<file path="config.mk">
export PLATFORM = sky130hd
export DESIGN_NAME = lsu_mem_ctrl
export DESIGN_NICKNAME = d
export VERILOG_FILES = /design/src/rtl/lsu_mem_ctrl_pkg.sv /design/src/rtl/lsu_inflight_fifo.sv /design/src/rtl/lsu_mem_ctrl.sv
export SDC_FILE = /design/constraint.sdc
export NUM_CORES = 1
export LEC_CHECK = 0
export ABC_CLOCK_PERIOD_IN_PS = 2800
export CORE_AREA = 2 2 133 167
export CTS_BUF_LIST = sky130_fd_sc_hd__clkbuf_8
export DETAILED_ROUTE_END_ITERATION = 10
export DIE_AREA = 0 0 135 169
export PLACE_DENSITY_LB_ADDON = 0.1
export SYNTH_ARGS = -nofsm -noshare
export SYNTH_HDL_FRONTEND = slang
export SYNTH_SLANG_ARGS = --single-unit
</file>
<file path="constraint.sdc">
create_clock -name clk -period 2.8 [get_ports clk]
set_clock_uncertainty 0.15 [all_clocks]
set_input_delay 0.56 -clock clk [delete_from_list [all_inputs] [get_ports clk]]
set_output_delay 0.56 -clock clk [all_outputs]
set_load 0.02 [all_outputs]
</file>
<file path="src/rtl/lsu_mem_ctrl_pkg.sv">
// rtl/lsu_mem_ctrl_pkg.sv - shared encodings, tracker entry type and byte-mask table for the LSU memory controller
package lsu_mem_ctrl_pkg;

    localparam int LSU_XLEN            = 64;
    localparam int LSU_VADDR_LEN       = 32;
    localparam int LSU_LIW             = 2;
    localparam int LSU_MAX_OUTSTANDING = 4;

    localparam logic [1:0] LSU_SIZE_B = 2'd0;
    localparam logic [1:0] LSU_SIZE_H = 2'd1;
    localparam logic [1:0] LSU_SIZE_W = 2'd2;
    localparam logic [1:0] LSU_SIZE_D = 2'd3;

    localparam logic LSU_OP_LOAD  = 1'b0;
    localparam logic LSU_OP_STORE = 1'b1;

    // One in-flight bus beat; kill marks beats whose result must be discarded
    typedef struct packed {
        logic [LSU_LIW-1:0] lsq_index;
        logic               opcode;
        logic [1:0]         size;
        logic               sign;
        logic [2:0]         off;
        logic               kill;
    } lsu_trk_entry_t;

    // Unshifted byte enables for an access of the given size
    function automatic logic [7:0] lsu_size_mask(input logic [1:0] size);
        case (size)
            LSU_SIZE_B: return 8'h01;
            LSU_SIZE_H: return 8'h03;
            LSU_SIZE_W: return 8'h0F;
            default:    return 8'hFF;
        endcase
    endfunction

endpackage

</file>
<file path="src/rtl/lsu_inflight_fifo.sv">
// rtl/lsu_inflight_fifo.sv - in-order tracker FIFO of outstanding bus beats with a parallel kill-all
module lsu_inflight_fifo
    import lsu_mem_ctrl_pkg::*;
#(
    parameter int DEPTH = LSU_MAX_OUTSTANDING
) (
    input  logic           clk,
    input  logic           rstn,
    input  logic           push,
    input  lsu_trk_entry_t wr_data,
    input  logic           pop,
    input  logic           kill_all,
    output lsu_trk_entry_t rd_data,
    output logic           full,
    output logic           empty
);

    localparam int AW = $clog2(DEPTH);

    lsu_trk_entry_t   mem [DEPTH];
    logic [DEPTH-1:0] kill_q;
    logic [AW-1:0]    wr_ptr;
    logic [AW-1:0]    rd_ptr;
    logic [AW:0]      count;
    logic             do_push;
    logic             do_pop;

    assign full    = (count == (AW+1)'(DEPTH));
    assign empty   = (count == '0);
    assign do_push = push & ~full;
    assign do_pop  = pop & ~empty;

    // Payload storage; needs no reset because count gates every read
    always_ff @(posedge clk) begin
        if (do_push) begin
            mem[wr_ptr] <= wr_data;
        end
    end

    // Pointers, occupancy and kill bits; free slots are rewritten on push, so killing every slot is safe
    always_ff @(posedge clk) begin
        if (!rstn) begin
            wr_ptr <= '0;
            rd_ptr <= '0;
            count  <= '0;
            kill_q <= '0;
        end else begin
            if (kill_all) begin
                kill_q <= '1;
            end
            if (do_push) begin
                kill_q[wr_ptr] <= wr_data.kill;
                wr_ptr         <= wr_ptr + 1'b1;
            end
            if (do_pop) begin
                rd_ptr <= rd_ptr + 1'b1;
            end
            case ({do_push, do_pop})
                2'b10:   count <= count + 1'b1;
                2'b01:   count <= count - 1'b1;
                default: ;
            endcase
        end
    end

    // Head entry with its live kill bit
    always_comb begin
        rd_data      = mem[rd_ptr];
        rd_data.kill = kill_q[rd_ptr];
    end

endmodule

</file>
<file path="src/rtl/lsu_mem_ctrl.sv">
// rtl/lsu_mem_ctrl.sv - LSQ to data-memory bridge: aligned beats, in-order tracking, load extraction
module lsu_mem_ctrl
    import lsu_mem_ctrl_pkg::*;
#(
    parameter int XLEN               = LSU_XLEN,
    parameter int VIRTUAL_ADDR_LEN   = LSU_VADDR_LEN,
    parameter int LSU_LSQ_SIZE_WIDTH = LSU_LIW,
    parameter int MAX_OUTSTANDING    = LSU_MAX_OUTSTANDING
) (
    input  logic                          clk,
    input  logic                          rstn,
    input  logic                          flush,
    input  logic                          req_valid_i,
    output logic                          req_ready_o,
    input  logic                          req_opcode_i,
    input  logic                          req_sign_i,
    input  logic [1:0]                    req_size_i,
    input  logic [VIRTUAL_ADDR_LEN-1:0]   req_addr_i,
    input  logic [XLEN-1:0]               req_data_i,
    input  logic [LSU_LSQ_SIZE_WIDTH-1:0] req_lsq_index_i,
    output logic                          resp_valid_o,
    input  logic                          resp_ready_i,
    output logic [LSU_LSQ_SIZE_WIDTH-1:0] resp_lsq_index_o,
    output logic [XLEN-1:0]               resp_data_o,
    output logic                          mem_req_valid_o,
    input  logic                          mem_req_ready_i,
    output logic                          mem_we_o,
    output logic [VIRTUAL_ADDR_LEN-1:0]   mem_addr_o,
    output logic [7:0]                    mem_wmask_o,
    output logic [XLEN-1:0]               mem_wdata_o,
    input  logic                          mem_resp_valid_i,
    output logic                          mem_resp_ready_o,
    input  logic [XLEN-1:0]               mem_rdata_i
);

    lsu_trk_entry_t                push_entry;
    lsu_trk_entry_t                head;
    logic                          trk_full;
    logic                          trk_empty;
    logic                          push;
    logic                          mem_resp_fire;
    logic                          pop_is_live_load;
    logic                          load_fire;
    logic [2:0]                    off;
    logic [XLEN-1:0]               rd_shift;
    logic [XLEN-1:0]               ext_data;
    logic                          out_valid;
    logic [LSU_LSQ_SIZE_WIDTH-1:0] out_tag;
    logic [XLEN-1:0]               out_data;

    assign off             = req_addr_i[2:0];
    assign mem_req_valid_o = rstn & req_valid_i & ~trk_full & ~flush;
    assign req_ready_o     = rstn & mem_req_ready_i & ~trk_full & ~flush;
    assign push            = req_valid_i & req_ready_o;
    assign mem_we_o        = req_opcode_i;
    assign mem_addr_o      = {req_addr_i[VIRTUAL_ADDR_LEN-1:3], 3'b000};
    assign mem_wdata_o     = req_data_i << {off, 3'b000};
    assign mem_wmask_o     = (req_opcode_i == LSU_OP_STORE) ? (lsu_size_mask(req_size_i) << off) : 8'h00;

    // Tracker entry for the beat being issued; it always enters live
    always_comb begin
        push_entry           = '0;
        push_entry.lsq_index = req_lsq_index_i;
        push_entry.opcode    = req_opcode_i;
        push_entry.size      = req_size_i;
        push_entry.sign      = req_sign_i;
        push_entry.off       = off;
        push_entry.kill      = 1'b0;
    end

    lsu_inflight_fifo #(
        .DEPTH (MAX_OUTSTANDING)
    ) u_trk (
        .clk      (clk),
        .rstn     (rstn),
        .push     (push),
        .wr_data  (push_entry),
        .pop      (mem_resp_fire),
        .kill_all (flush),
        .rd_data  (head),
        .full     (trk_full),
        .empty    (trk_empty)
    );

    // Only a live load needs the output register; stores and killed beats always drain
    assign pop_is_live_load = ~trk_empty & ~head.kill & (head.opcode == LSU_OP_LOAD);
    assign mem_resp_ready_o = rstn & (~out_valid | resp_ready_i | ~pop_is_live_load);
    assign mem_resp_fire    = mem_resp_valid_i & mem_resp_ready_o & ~trk_empty;
    assign load_fire        = mem_resp_fire & pop_is_live_load & ~flush;

    // Byte-lane extraction and sign/zero extension of the returning beat
    always_comb begin
        rd_shift = mem_rdata_i >> {head.off, 3'b000};
        case (head.size)
            LSU_SIZE_B: ext_data = {{(XLEN-8){head.sign & rd_shift[7]}}, rd_shift[7:0]};
            LSU_SIZE_H: ext_data = {{(XLEN-16){head.sign & rd_shift[15]}}, rd_shift[15:0]};
            LSU_SIZE_W: ext_data = {{(XLEN-32){head.sign & rd_shift[31]}}, rd_shift[31:0]};
            default:    ext_data = rd_shift;
        endcase
    end

    // Response register: refill beats a drain, so back-to-back loads flow at full rate
    always_ff @(posedge clk) begin
        if (!rstn) begin
            out_valid <= 1'b0;
            out_tag   <= '0;
            out_data  <= '0;
        end else if (flush) begin
            out_valid <= 1'b0;
        end else if (load_fire) begin
            out_valid <= 1'b1;
            out_tag   <= head.lsq_index;
            out_data  <= ext_data;
        end else if (resp_ready_i) begin
            out_valid <= 1'b0;
        end
    end

    assign resp_valid_o     = rstn & out_valid;
    assign resp_lsq_index_o = out_tag;
    assign resp_data_o      = out_data;

    // The bus must never return more beats than were requested
    always_ff @(posedge clk) begin
        if (rstn) begin
            assert (!(mem_resp_valid_i && trk_empty))
                else $error("lsu_mem_ctrl: mem response with empty tracker");
        end
    end

endmodule

</file>
# Word level (Yosys, flattened, before mapping)
# Memory sizes are Yosys's and may differ from the RTL's. A register that Yosys moved wholly into a read port is not among the register bits.
# Cells that the tools add are included.
dict set report word_totals {
  mem_count 1
  wordCells 82
  ff_bits 78
  ram_bits 36
}
dict set report classes {
  bitwise 32
  n_shift 3
  eq_ne 7
  magnitude_cmp 3
  n_reduce_logical 8
  mux 17
  n_addsub 4
}
# memory depth word_bits rd rd_clocked_by_memory_dff write_ports line
set mem_list {}
lappend mem_list {u_trk.mem 4 9 1 1 1 lsu_inflight_fifo.sv:20} ;# lsu_trk_entry_t mem [DEPTH];
# op count
set ops {}
lappend ops {{case mux 64 bit (3 select lines)} 1}
lappend ops {{<< shifter 64 x 6 -> 64 bit} 1}
lappend ops {{>> shifter 64 x 6 -> 64 bit} 1}
lappend ops {{case mux 8 bit (3 select lines)} 1}
lappend ops {{bitwise AND 1 bit} 20}
lappend ops {{2-to-1 mux 4 bit} 3}
lappend ops {{2-to-1 mux 8 bit} 1}
lappend ops {{inverter 1 bit} 8}
lappend ops {{<< shifter 8 x 3 -> 8 bit} 1}
lappend ops {{equality test 2 x 1 -> 1 bit (second input constant)} 3}
lappend ops {{equality test 2 bit (second input constant)} 3}
lappend ops {{< comparator 2 x 3 -> 1 bit (second input constant)} 2}
lappend ops {{2-to-1 mux 1 bit} 6}
lappend ops {{case mux 3 bit (2 select lines)} 1}
lappend ops {{adder 2 x 1 -> 2 bit (second input constant)} 2}
lappend ops {{bitwise AND 4 bit} 1}
lappend ops {{zero test 2 bit} 2}
lappend ops {{2-to-1 mux 2 bit} 2}
lappend ops {{inverter 4 bit} 1}
lappend ops {{nonzero test 2 bit} 2}
lappend ops {{adder 3 x 1 -> 3 bit (second input constant)} 1}
lappend ops {{equality test 3 bit (second input constant)} 1}
lappend ops {{zero test 3 bit} 1}
lappend ops {{subtractor 3 x 1 -> 3 bit (second input constant)} 1}
lappend ops {{other kinds (7)} 8}

# Longest topological paths before layout
# Gate-level depths: netlist of run 1.
dict set report depth {
  word_depth 13
  ltp_mapped 12
  depth_no_buf 10
}

# Hierarchy
# A second synthesis of run 1 with hierarchy kept.
dict set report hier_totals {
  hier_cells 895
  area_unflattened_um2 8431.8
}
# module cells_per_inst seq_area_each_um2 area_per_inst_um2 instances
set by_module_without_submodules {}
lappend by_module_without_submodules {lsu_mem_ctrl 777 1341.3 6472.5 1}
lappend by_module_without_submodules {lsu_inflight_fifo 118 1341.3 1959.4 1}

# Worst setup path before layout of run 1
# No wires, ideal clock.
dict set report synth_path {
  kind {input port to output port}
  start {input port req_addr_i[1]}
  end {output port mem_wmask_o[7]}
  t_required_ns 2.090
  slack_ns -0.138
  arrival_time_ns 2.228
  cell_stages 5
  n_path_buf 3
  cell_sequence {buf_1 -> clkbuf_1 -> clkbuf_1 -> a21oi_1 -> nor3b_1}
}
dict set report synth_via {
  elab_chain_cells 2
}
# element line
set synth_rtl {}
lappend synth_rtl {{start: declaration} lsu_mem_ctrl.sv:18} ;# input logic [VIRTUAL_ADDR_LEN-1:0] req_addr_i,
lappend synth_rtl {{<< shifter 8 x 3 -> 8 bit} lsu_mem_ctrl.sv:58} ;# assign mem_wmask_o = (req_opcode_i == LSU_OP_STORE) ? (lsu_size_mask(req_size_i) << off) : 8'h00;
lappend synth_rtl {{2-to-1 mux 8 bit} lsu_mem_ctrl.sv:58}
lappend synth_rtl {{end: declaration} lsu_mem_ctrl.sv:29} ;# output logic [7:0] mem_wmask_o,
# Every way passes these cells.

==> reports/metrics.cfg, run 1 <==
[timing]
fmax_ghz=0.361
hold_violations=0
maxSlewViolCount=0
relSlewSlack_pct=55.6
period_needed_ns=2.77
tns_ns=0
setup_viol=0
fin_crit_sh_pct=99.0
worst_slew_pin_slew_ns=0.667
rsz0062_at_grt=yes

[route]
via_per_inst=5.53
post_drt_wl_per_cell_um=20.0
via_count=8648
drt-initial-drc-count=657
drc=0
totalWireLength_mm=31.3
final_antenna_net_count=0
drt_first_pass_iters=5

[global_route]
antenna_found_initial=3
track_usage_pct=26.4
grt_start_max_net_pins=65
grt_pass1_wl_mm=46.3
overflow=0
grt_pass1_vias=8452

[synthesis]
synth_area_um2=8540
synth_flop_cell=dfxtp_1
avgSynthCellArea_um2=9.20
ys_ff_latch=116
synth-edff-count=36
synthTopCellsByArea=dfxtp_1 (19%), mux2i_1 (15%), edfxtp_1 (13%)
yosysMostFrequentCell=mux2i_1
synthTopCellsByCount=mux2i_1 (125), nor2_1 (87), dfxtp_1 (80), o21ai_0 (76), nand2_1 (66)
yosysTopAreaCell=dfxtp_1
synth_top_area_share_pct=18.8
synthCells=928
yosys.cell_types.count=63
ys_warn_count=0
async_flop_share_pct=0
synth_seq_area_share_pct=31.4

[run_status]
status=completed

[setup_path]
critPathLaunch=u_trk.mem[0][0]
cp-end-kind=flop
start_kind=flop
max_stage_delay_ns=0.73
critPathRequiredTime_ns=2.98
crit_type=reg2reg
cp_cell_sequence=mux4_4 > mux2i_2 > o22ai_2 > o211ai_2 > nand4_4 > buf_12 > o221a_1
critPathMaxFanout=32
crit_arrival_ns=2.95
regToRegStartpoint=u_trk.mem[0][0]
worst_path_max_delay_cell=mux4_4

[place]
hpwl_mm=23.7
routabilityCongestion=0.938
placedCellCount=1524
numPortBuffers=286

[cells_and_area]
drive_gt1_share_pct=20.9
n_fill_cell=1990
area_growth_pct=50.0
layout.cells.non_filler=1563
fin_util_pct=60.1
nets=1448

[cts]
cts_hold_buf=0
path_clk_slew_ns=0.09
cts_buffers=17
cts-htree-levels=4
tritoncts=done
ctsLongestPathBuffers=2
cts_root_buffer=clkbuf_8
worstSkewPairLatency_ns=0.44
cts.sinks=116

[die]
fp.dieH_um=169
die_x_um=135
rows=60
start_util_pct=40.0
core_area_um2=21300
die_area_um2=22800
io_pins=348

[power]
leakage_nw=5.26
powerDensity_nw_per_um2=359
ir_worst_vdd_uv=289

[flow_run]
maxCapViolations=0

[hold_path]
hold_path.startpoint=resp_data_o[7]
hold_path.class=reg2reg

==> layout by cell type, fill, tap and decap left out, types with 36 or more instances in the layout <==
cell / instances
nor2_1: 87
buf_4: 139
dlygate4sd2_1: 65
nand2_1: 66
o21ai_0: 74
dfxtp_1: 78
edfxtp_1: 36
mux2i_1: 121
clkdlybuf4s50_1: 206
a21oi_1: 41
==> final timing paths <==
kind                endpoint  slack [ns]  depth (start not counted)
min reg2reg   resp_data_o[7]        0.34                          2
min           resp_data_o[7]        0.34                          2
max          resp_data_o[36]        0.03                          7
max reg2reg  resp_data_o[36]        0.03                          7
==> registers in the layout, indices dropped and copies added, names as in the netlist, named ones only <==
| signal | count |
|---|---|
| u_trk.rd_ptr | 2 |
| u_trk.kill_q | 4 |
| u_trk.wr_ptr | 2 |
| resp_lsq_index_o | 2 |
| u_trk.mem | 36 |
| out_valid | 1 |
| resp_data_o | 64 |
| u_trk.count | 3 |
==> kinds of logic (layout without fill, tap and decap cells) <==
| group | after synthesis | in the layout | synth area share (%) |
|---|---|---|---|
| XOR/XNOR | 5 | 5 | 0.513 |
| flip-flops | 116 | 116 | 31.4 |
| AO/OA/AOI/OAI | 258 | 258 | 22.0 |
| adder cells (fa/ha/maj) | 6 | 6 | 0.967 |
| AND/OR/NAND/NOR | 247 | 247 | 14.1 |
| other | 1 | 5 | 0.0439 |
| multiplexers | 168 | 170 | 22.6 |
| buffers and inverters | 127 | 477 | 8.46 |
==> critical path: cells and delay by family (launching register included) <==
| family | cells | cell delay, ns |
|---|---|---|
| AND/OR/NAND/NOR | 1 | 0.14 |
| buffers and inverters | 1 | 0.19 |
| multiplexers | 2 | 1.01 |
| AO/OA/AOI/OAI | 3 | 0.70 |
| flip-flops | 1 | 0.44 |
==> stage by stage <==
stage	power (mW)	setup slack (ns)	instance area, µm²	hold slack [ns]
2_1_floorplan	2.46	0.00525	8550	0.318
3_3_place_gp	3.08	-0.296	12300	0.322
3_5_place_dp	3.08	-0.283	12300	0.329
4_1_cts	4.62	-0.0607	12700	0.344
5_1_grt	4.80	-0.0847	12800	0.366
6_report	4.60	0.0271	12800	0.337
==> report_power, final <==
part / switching [mW] / internal, mW
clock network: 0.904 / 0.687
logic: 0.630 / 0.622
registers: 0.00973 / 1.74
total: 1.54 / 3.05
==> cell type report <==
cell class / count / area, µm² / share of cell area, %
inverters: 10 / 37.5 / 0.293
well taps: 279 / 349 / 2.73
clock inverters: 15 / 180 / 1.41
multi-input cells: 689 / 5270 / 41.1
diodes: 2 / 5.00 / 0.0391
flip-flops and latches: 116 / 2690 / 21.0
clock buffers: 17 / 234 / 1.83
repair buffers: 435 / 4050 / 31.6
==> layer usage <==
layer / wire length [µm] / vias up / global-route usage, % / share of wire, %
met5: 13 / - / 0 / 0.042
met4: 1970 / 2 / 16.2 / 6.3
met3: 2080 / 100 / 5.15 / 6.6
met2: 15600 / 359 / 46.5 / 50
met1: 11700 / 4090 / 29.0 / 37
li1: - / 4097 / - / -
==> timing repair <==
| action | 4_1_cts | 5_1_grt |
|---|---|---|
| resized for setup | 80 | 24 |
| pin swaps | 1 | 4 |
| endpoints found under the setup margin | 107 | 65 |
| gates cloned | 0 | 2 |
| buffers inserted | 0 | 3 |
(Power assumes the default switching activity.)
==> run 2: changes to the inputs <==
Settings changed: CORE_AREA 2 2 133 167 to 2 2 165 135, DIE_AREA 0 0 135 169 to 0 0 167 137, GPL_TIMING_DRIVEN set to 0.
==> run 2 against run 1 <==
Effect of this change: cell area up 2.4%; maximum frequency down 0.70%; sequential share of layout area down 0.49 points; clock-buffer cell count up 2; non-clock buffer count up 15; worst setup slack worse by 0.020 ns; clock power up 8%.
==> reports/metrics.cfg, run 2 (synthesized netlist as in run 1, its figures left out) <==
[run_status]
status=completed

[place]
routabilityCongestion=0.969
place_area_um2=12000
place_ws_ns=-1.92
hpwl_mm=26.9
numPortBuffers=314
placedCellCount=1519

[setup_path]
start_kind=flop
cp-end-kind=flop
crit_arrival_ns=3.00
critPathRequiredTime_ns=3.01
critPathMaxFanout=8
crit_type=reg2reg

[cts]
ctsLongestPathBuffers=2
cts_buffers=17
cts-htree-levels=4
cts.sinks=116
cts_root_buffer=clkbuf_8
cts_hold_buf=0
path_clk_slew_ns=0.08
tritoncts=done
worstSkewPairLatency_ns=0.46

[global_route]
grt_start_max_net_pins=17
overflow=0
antenna_found_initial=2
grt_pass1_vias=8714
track_usage_pct=29.9
grt_pass1_wl_mm=52.0

[cells_and_area]
finalInstanceArea_um2=13100
fin_util_pct=61.8
n_fill_cell=1871
largest_register_ff_count=64
final_cell_mix=clkdlybuf4s50_1 (232), mux2i_1 (116), nor2_1 (84)
drive_gt1_share_pct=21.3
layout.cells.non_filler=1572
nets=1461
area_growth_pct=53.6
layout_commonest_cell=clkdlybuf4s50_1

[die]
fp.dieH_um=137
die_area_um2=22900
io_pins=348
start_util_pct=40.3
core_area_um2=21200
rows=48
die_x_um=167

[timing]
rsz0062_at_grt=yes
setup_viol=0
worst_slew_pin_slew_ns=0.759
hold_violations=0
relSlewSlack_pct=49.4
setup_ws_ns=0.00757
maxSlewViolCount=0
fmax_ghz=0.358
fin_crit_sh_pct=99.7
tns_ns=0
period_needed_ns=2.79

[power]
leakage_nw=5.28
powerDensity_nw_per_um2=369
ir_worst_vdd_uv=303

[hold_path]
hold_path.class=in2reg

[route]
drt-initial-drc-count=858
drc=0
final_antenna_net_count=0
via_count=9056
totalWireLength_mm=35.4
drt_first_pass_iters=6
post_drt_wl_per_cell_um=22.5
via_per_inst=5.76

[flow_run]
maxCapViolations=0

[run 2: metrics by stage]
| stage | hold WS [ns] | power (mW) |
|---|---|---|
| global route | 0.266 | 5.00 |
| floorplan | 0.318 | 2.46 |
| detailed placement | 0.342 | 3.11 |
| CTS | 0.310 | 4.79 |
| global placement | 0.335 | 3.11 |
| finish | 0.284 | 4.84 |
[run 2: cell type report]
class                           instances  area [µm²]  share of cell area (%)
Multi-Input combinational cell        687        5400                    41.2
Timing Repair Buffer                  337        3290                    25.1
Sequential cell                       116        2690                    20.5
Buffer                                113         920                    7.01
Tap cell                              275         344                    2.62
Clock buffer                           19         262                    1.99
Clock inverter                         13         166                    1.27
Inverter                               10        37.5                   0.286
Antenna cell                            2        5.00                  0.0382
[run 2: metal layers]
metal  GRT usage (%)  part of all wire, %  routed length, µm  up-vias
met3            7.29                  8.6               3060       90
met1            39.6                   43              15200     4314
met2            47.4                   45              15900      529
met4            11.4                  3.7               1320        0
met5               0                    0                  0        -
li1                -                    -                  -     4123
[run 2: path summary, 6_finish.rpt]
path | startpoint | to | slack (ns) | depth (start not counted)
setup reg to reg | flop | resp_data_o[63] | 0.008 | 10
hold reg to reg | resp_data_o[7] | resp_data_o[7] | 0.36 | 2
hold / removal | req_addr_i[1] | u_trk.mem[2][1] | 0.28 | 1
setup / recovery | flop | resp_data_o[63] | 0.008 | 10
[run 2: power by group]
part,switching [mW],internal [mW]
clock,0.711,1.00
combinational,0.732,0.642
sequential,0.00900,1.74
total,1.45,3.39
[run 2: repair_timing]
action                     in CTS  in global routing
buffers inserted                8                 10
resized for setup             196                121
pin swaps                       4                 39
setup endpoints to repair      98                 94
gates cloned                    0                  5
[run 2: critical path, cell delays in order (launching register included)]
cell	delay [ns]
dfxtp_4	0.36
buf_6	0.11
mux4_2	0.60
buf_12	0.19
mux2i_4	0.19
o22ai_2	0.11
o31ai_4	0.30
nand4_4	0.14
buf_12	0.18
clkbuf_16	0.16
o221a_1	0.21
==> run 3: changes to the inputs <==
Settings changed: ABC_CLOCK_PERIOD_IN_PS 2800 to 3300, CORE_AREA 2 2 165 135 to 2 2 151 124, DIE_AREA 0 0 167 137 to 0 0 153 126.
Clock period 2.8 ns to 3.3 ns, I/O delays scaled along.
==> run 3 against run 2 <==
Effect of this change: the flow now finishes with violations (negative setup slack); hold slack gained 0.051 ns; die area shrank 16%; sequential share of layout area grew 0.96 points; core utilization grew 8.6 points; worst setup slack got worse by 0.042 ns; cell count shrank 4.1%; clock-buffer cell count decreased by 2; first-iteration DRC count is 10% lower; global-route usage rose by 3.2 points; sequential power shrank 15%; cell area shrank 4.5%; critical endpoint is now mem_wdata_o[16]; largest power group unchanged; highest routed layer is now met5.
==> reports/metrics.cfg, run 3 (synthesized netlist as in run 1, its figures left out) <==
[cts]
cts-htree-levels=4
path_clk_slew_ns=0.08
tritoncts=done
cts_buffers=17
worstSkewPairLatency_ns=0.45
cts.sinks=116
cts_root_buffer=clkbuf_8
cts_hold_buf=0
ctsLongestPathBuffers=2

[timing]
setup_ws_ns=-0.0349
period_needed_ns=3.33
relSlewSlack_pct=46.9
fmax_ghz=0.300
fin_hold_ws_ns=0.336
setup_viol=5
worst_slew_pin_slew_ns=0.796
maxSlewViolCount=0
rsz0062_at_grt=yes
fin_crit_sh_pct=101
hold_violations=0

[setup_path]
critPathRequiredTime_ns=2.49
critPathMaxFanout=10
start_kind=input port
cp-end-kind=primary output
endpoint=mem_wdata_o[16]
r2r_cells=10
reg2reg_to=u_trk.count[2]
crit_type=in2out
critPathLaunch=req_addr_i[2]
crit_arrival_ns=2.52
r2r_slack_ns=0.39

[die]
fp.dieH_um=126
rows=44
start_util_pct=48.0
die_area_um2=19300
die_x_um=153
io_pins=348
core_area_um2=17800

[route]
drc=0
drt_first_pass_iters=5
drt-initial-drc-count=771
via_count=8959
via_per_inst=5.94
final_antenna_net_count=0
totalWireLength_mm=32.9
post_drt_wl_per_cell_um=21.8

[cells_and_area]
layout.cells.non_filler=1507
diodes=0
layout_commonest_cell=clkdlybuf4s50_1
area_growth_pct=46.7
nets=1443
fin_util_pct=70.4
finalInstanceArea_um2=12500
n_fill_cell=1421
largest_register_ff_count=64
final_cell_mix=clkdlybuf4s50_1 (255), mux2i_1 (123), nor2_1 (85)
drive_gt1_share_pct=15.7

[run_status]
failed_checks=negative setup slack
status=finished with violations

[flow_run]
maxCapViolations=0

[hold_path]
hold_path.class=reg2reg

[global_route]
grt_pass1_vias=8893
track_usage_pct=33.1
overflow=0
grt_pass1_wl_mm=50.0
grt_start_max_net_pins=17
antenna_found_initial=1

[power]
ir_worst_vdd_uv=299
powerDensity_nw_per_um2=306
leakage_nw=5.14
power_mw=3.83

[place]
place_area_um2=12000
hpwl_mm=25.2
placedCellCount=1474
numPortBuffers=314
routabilityCongestion=0.965

## run 3: changes by cell type in the layout (fill, tap and decap cells not counted), sizes merged, moves of 3 or more
cell           delta
buf              -19
clkdlybuf4s50    +23
clkdlybuf4s15     -9
dlygate4sd2      -11
dlymetal6s2s     +13
clkinv            +4
bufinv            -3
clkbuf           -17
## run 3: cell type report
class | instances | area [µm²] | area share [%]
clock inverter | 15 | 133 | 1.06
inverter | 10 | 37.5 | 0.300
clock buffer | 17 | 234 | 1.87
multi-input combinational | 687 | 5170 | 41.3
sequential | 116 | 2690 | 21.5
buffer | 114 | 811 | 6.48
timing repair buffer | 318 | 3160 | 25.2
tap | 230 | 288 | 2.30
## run 3: where the power goes
part | leakage (nW) | internal (mW) | total [mW] | switching (mW)
Combinational | 3.99 | 0.524 | 1.11 | 0.588
Clock | 0.181 | 0.598 | 1.23 | 0.629
Sequential | 0.971 | 1.48 | 1.49 | 0.00759
Total | 5.14 | 2.60 | 3.83 | 1.22
## run 3: worst min-delay path by stage
stage	start	end	slack [ns]	depth (start not counted)
floorplan	u_trk.kill_q[2]	u_trk.kill_q[2]	0.32	2
global placement	resp_data_o[7]	resp_data_o[7]	0.32	2
detailed placement	resp_data_o[7]	resp_data_o[7]	0.33	2
CTS	resp_data_o[7]	resp_data_o[7]	0.34	2
global route	resp_data_o[7]	resp_data_o[7]	0.36	2
finish	resp_data_o[7]	resp_data_o[7]	0.34	2
## run 3: layer usage
metal	vias up	part of all wire, %	global-route usage (%)	wire length [µm]
met5	-	0.040	0	13
met4	2	4.2	14.9	1390
met3	99	9.2	6.78	3010
met2	551	45	52.3	14900
met1	4226	41	44.1	13600
li1	4081	-	-	-
## run 3: timing repair
action	CTS	global route
pin swaps	1	1
setup endpoints to repair	73	33
setup buffers	2	2
gates resized for setup	117	22
## run 3: per-stage QoR
step	worst slack [ns]	TNS, ns
finish	-0.0349	-0.165
global route	-0.0934	-0.436
CTS	0.00631	0
floorplan	0.162	0
global placement	-1.56	-86.41
detailed placement	-1.53	-86.00
## run 3: worst max-delay path: stages
cell and delay, ns:
dlygate4sd2_1 0.36, clkbuf_8 0.26, clkbuf_4 0.24, buf_6 0.20, clkbuf_8 0.20, nor2_1 0.06
clkdlybuf4s50_1 0.54
==> patch: new RTL, settings of run 2 <==
Reset style: asynchronous (`rstn`), changed in 2 clocked blocks.
--- a/src/rtl/lsu_inflight_fifo.sv
+++ b/src/rtl/lsu_inflight_fifo.sv
@@ -40,3 +40,3 @@
     // Pointers, occupancy and kill bits; free slots are rewritten on push, so killing every slot is safe
-    always_ff @(posedge clk) begin
+    always_ff @(posedge clk or negedge rstn) begin
         if (!rstn) begin
--- a/src/rtl/lsu_mem_ctrl.sv
+++ b/src/rtl/lsu_mem_ctrl.sv
@@ -102,3 +102,3 @@
     // Response register: refill beats a drain, so back-to-back loads flow at full rate
-    always_ff @(posedge clk) begin
+    always_ff @(posedge clk or negedge rstn) begin
         if (!rstn) begin
Check against the original RTL: differs if rstn is asserted again (counterexample within 4 cycles, from zero or initial values and one cycle with rstn low); with rstn held inactive, the same outputs for 4 cycles.
==> patch against run 2 <==
Worst setup slack improved by 29 ps. First-iteration DRC count increased by 21%. Synthesized area increased by 1.9%. Final area increased by 0.31%. Non-clock buffer count decreased by 3. Sequential share of layout area increased by 2.6 points. Wire length decreased by 0.82%. Synthesized cell count increased by 1.9%. Sequential cell count decreased by 2. Utilization increased by 0.19 points.
Power is not compared: it rests on default switching activity, and its combinational part moved more than twofold at a synthesized area within 25%.
==> patch: results (changes against run 2) <==
grt_use_met1_pct: 42.3  # +2.7 points
clkbuf_count: 18  # -1
n_fill_cell: 1819  # -2.8%
grt_pass1_wl_um: 51800  # -0.48%
cts_buffer_depth: 2  # unchanged
slowest_delay_ps: 620  # +20 ps
synth_common_cells: "mux2i_1, nor2_1, nand2_1, dfrtp_1, o21ai_0"
rr_endpoint: "resp_data_o[32]$_DFFE_PN0P_"
vias: 8886  # -1.9%
grt_pass1_vias: 8519  # -2.2%
cp_slowest_cell: "mux4_2"
hold_path_end: "u_trk.mem[0][0]$_DFFE_PP_"
n_all_buffers: 447  # -0.67%
clk_latency_ps: 440  # -20 ps
instances_no_fill: 1587  # +0.95%
status: "finished, final reports clean"
synth_cell_type_count: 53  # -16%
hpwl_um: 26800  # -0.27%
dr_wl_met2_um: 15500  # -2.6%
grt_max_degree: 48  # +31
synth.avg_cell_area_um2: 9.19  # about the same
drt-met1-wl_um: 15800  # +4.2%
hp-start: "req_addr_i[0]"
slew_headroom_pct: 49.5  # +0.16 points
multi_input_cells: 708  # +3.1%
use_met2_pct: 45.1  # -2.4 points
r2r_cells: 9  # -1
met3WireLength_um: 2960  # -3.3%
ff_latch_area_um2: 3030  # +13%
multi_input_area_share_pct: 39.8  # -1.4 points
grt_usage_pct: 29.8  # -0.13 points
drt_iter0_markers: 1042  # +21%
postPlaceCellArea_um2: 12200  # +1.5%
dp_slack_ps: -1790  # +135 ps
fin_util_pct: 62.0  # +0.19 points
final_layout_size_suffix_gt1_share_pct: 21.5  # +0.20 points
synthTopCellsByArea: "dfrtp_1, mux2i_1, edfxtp_1"
ys_dominant_reg_cell: "dfrtp_1"
synth_fa_ha_area_share_pct: 0.950  # -0.018 points
synth_compound_area_share_pct: 21.3  # -0.70 points
rr_startpoint: "u_trk.rd_ptr[0]$_DFFE_PN0P_"
antenna_cells: 1  # -1
routed_wl_um: 35200  # -0.82%
seq_area_frac_synth_pct: 34.9  # +3.5 points
synth_xor_area_share_pct: 0.604  # +0.091 points
pwr-share-seq_pct: 23.0
async_flop_share_pct: 68.4  # +68 points
rrSetupSlack_ps: 40  # +30 ps
dp_cells: 1538  # +1.3%
gp_congestion: 0.944  # -2.5%
met3_usage_pct: 6.85  # -0.43 points
whs_ps: 297  # +13.1 ps
yosys_register_bits: 114  # -1.7%
buffer_area_share_pct: 31.3  # -0.83 points
antenna_found_initial: 1  # -1
htree_levels: 4  # unchanged
arrival_ps: 2950  # -50 ps
synth_mux_area_share_pct: 21.2  # -1.4 points
clockNetworkAreaShare_pct: 2.96  # -0.31 points
[patch: worst max path at each step]
| stage | startpoint | to | slack [ps] |
|---|---|---|---|
| 2_1_floorplan | req_addr_i[2] | mem_wdata_o[48] | 5 |
| 3_5_place_dp | req_addr_i[1] | mem_wmask_o[7] | -1790 |
| 5_1_grt | u_trk.rd_ptr[0]$_DFFE_PN0P_ | resp_data_o[55]$_DFFE_PN0P_ | -6 |
| 6_report | u_trk.rd_ptr[0]$_DFFE_PN0P_ | resp_data_o[32]$_DFFE_PN0P_ | 40 |
| 3_3_place_gp | rstn | resp_data_o[29]$_DFFE_PN0P_ | -3660 |
| 4_1_cts | u_trk.rd_ptr[0]$_DFFE_PN0P_ | resp_data_o[26]$_DFFE_PN0P_ | -20 |
[patch: what timing repair did]
action / in CTS / in global routing
buffers inserted: 7 / 12
setup endpoints to repair: 143 / 129
gates resized for setup: 221 / 113
hold buffers: 2 / 0
endpoints found under the hold margin: 31 / 0
cloned: 0 / 2
pin swaps: 4 / 8
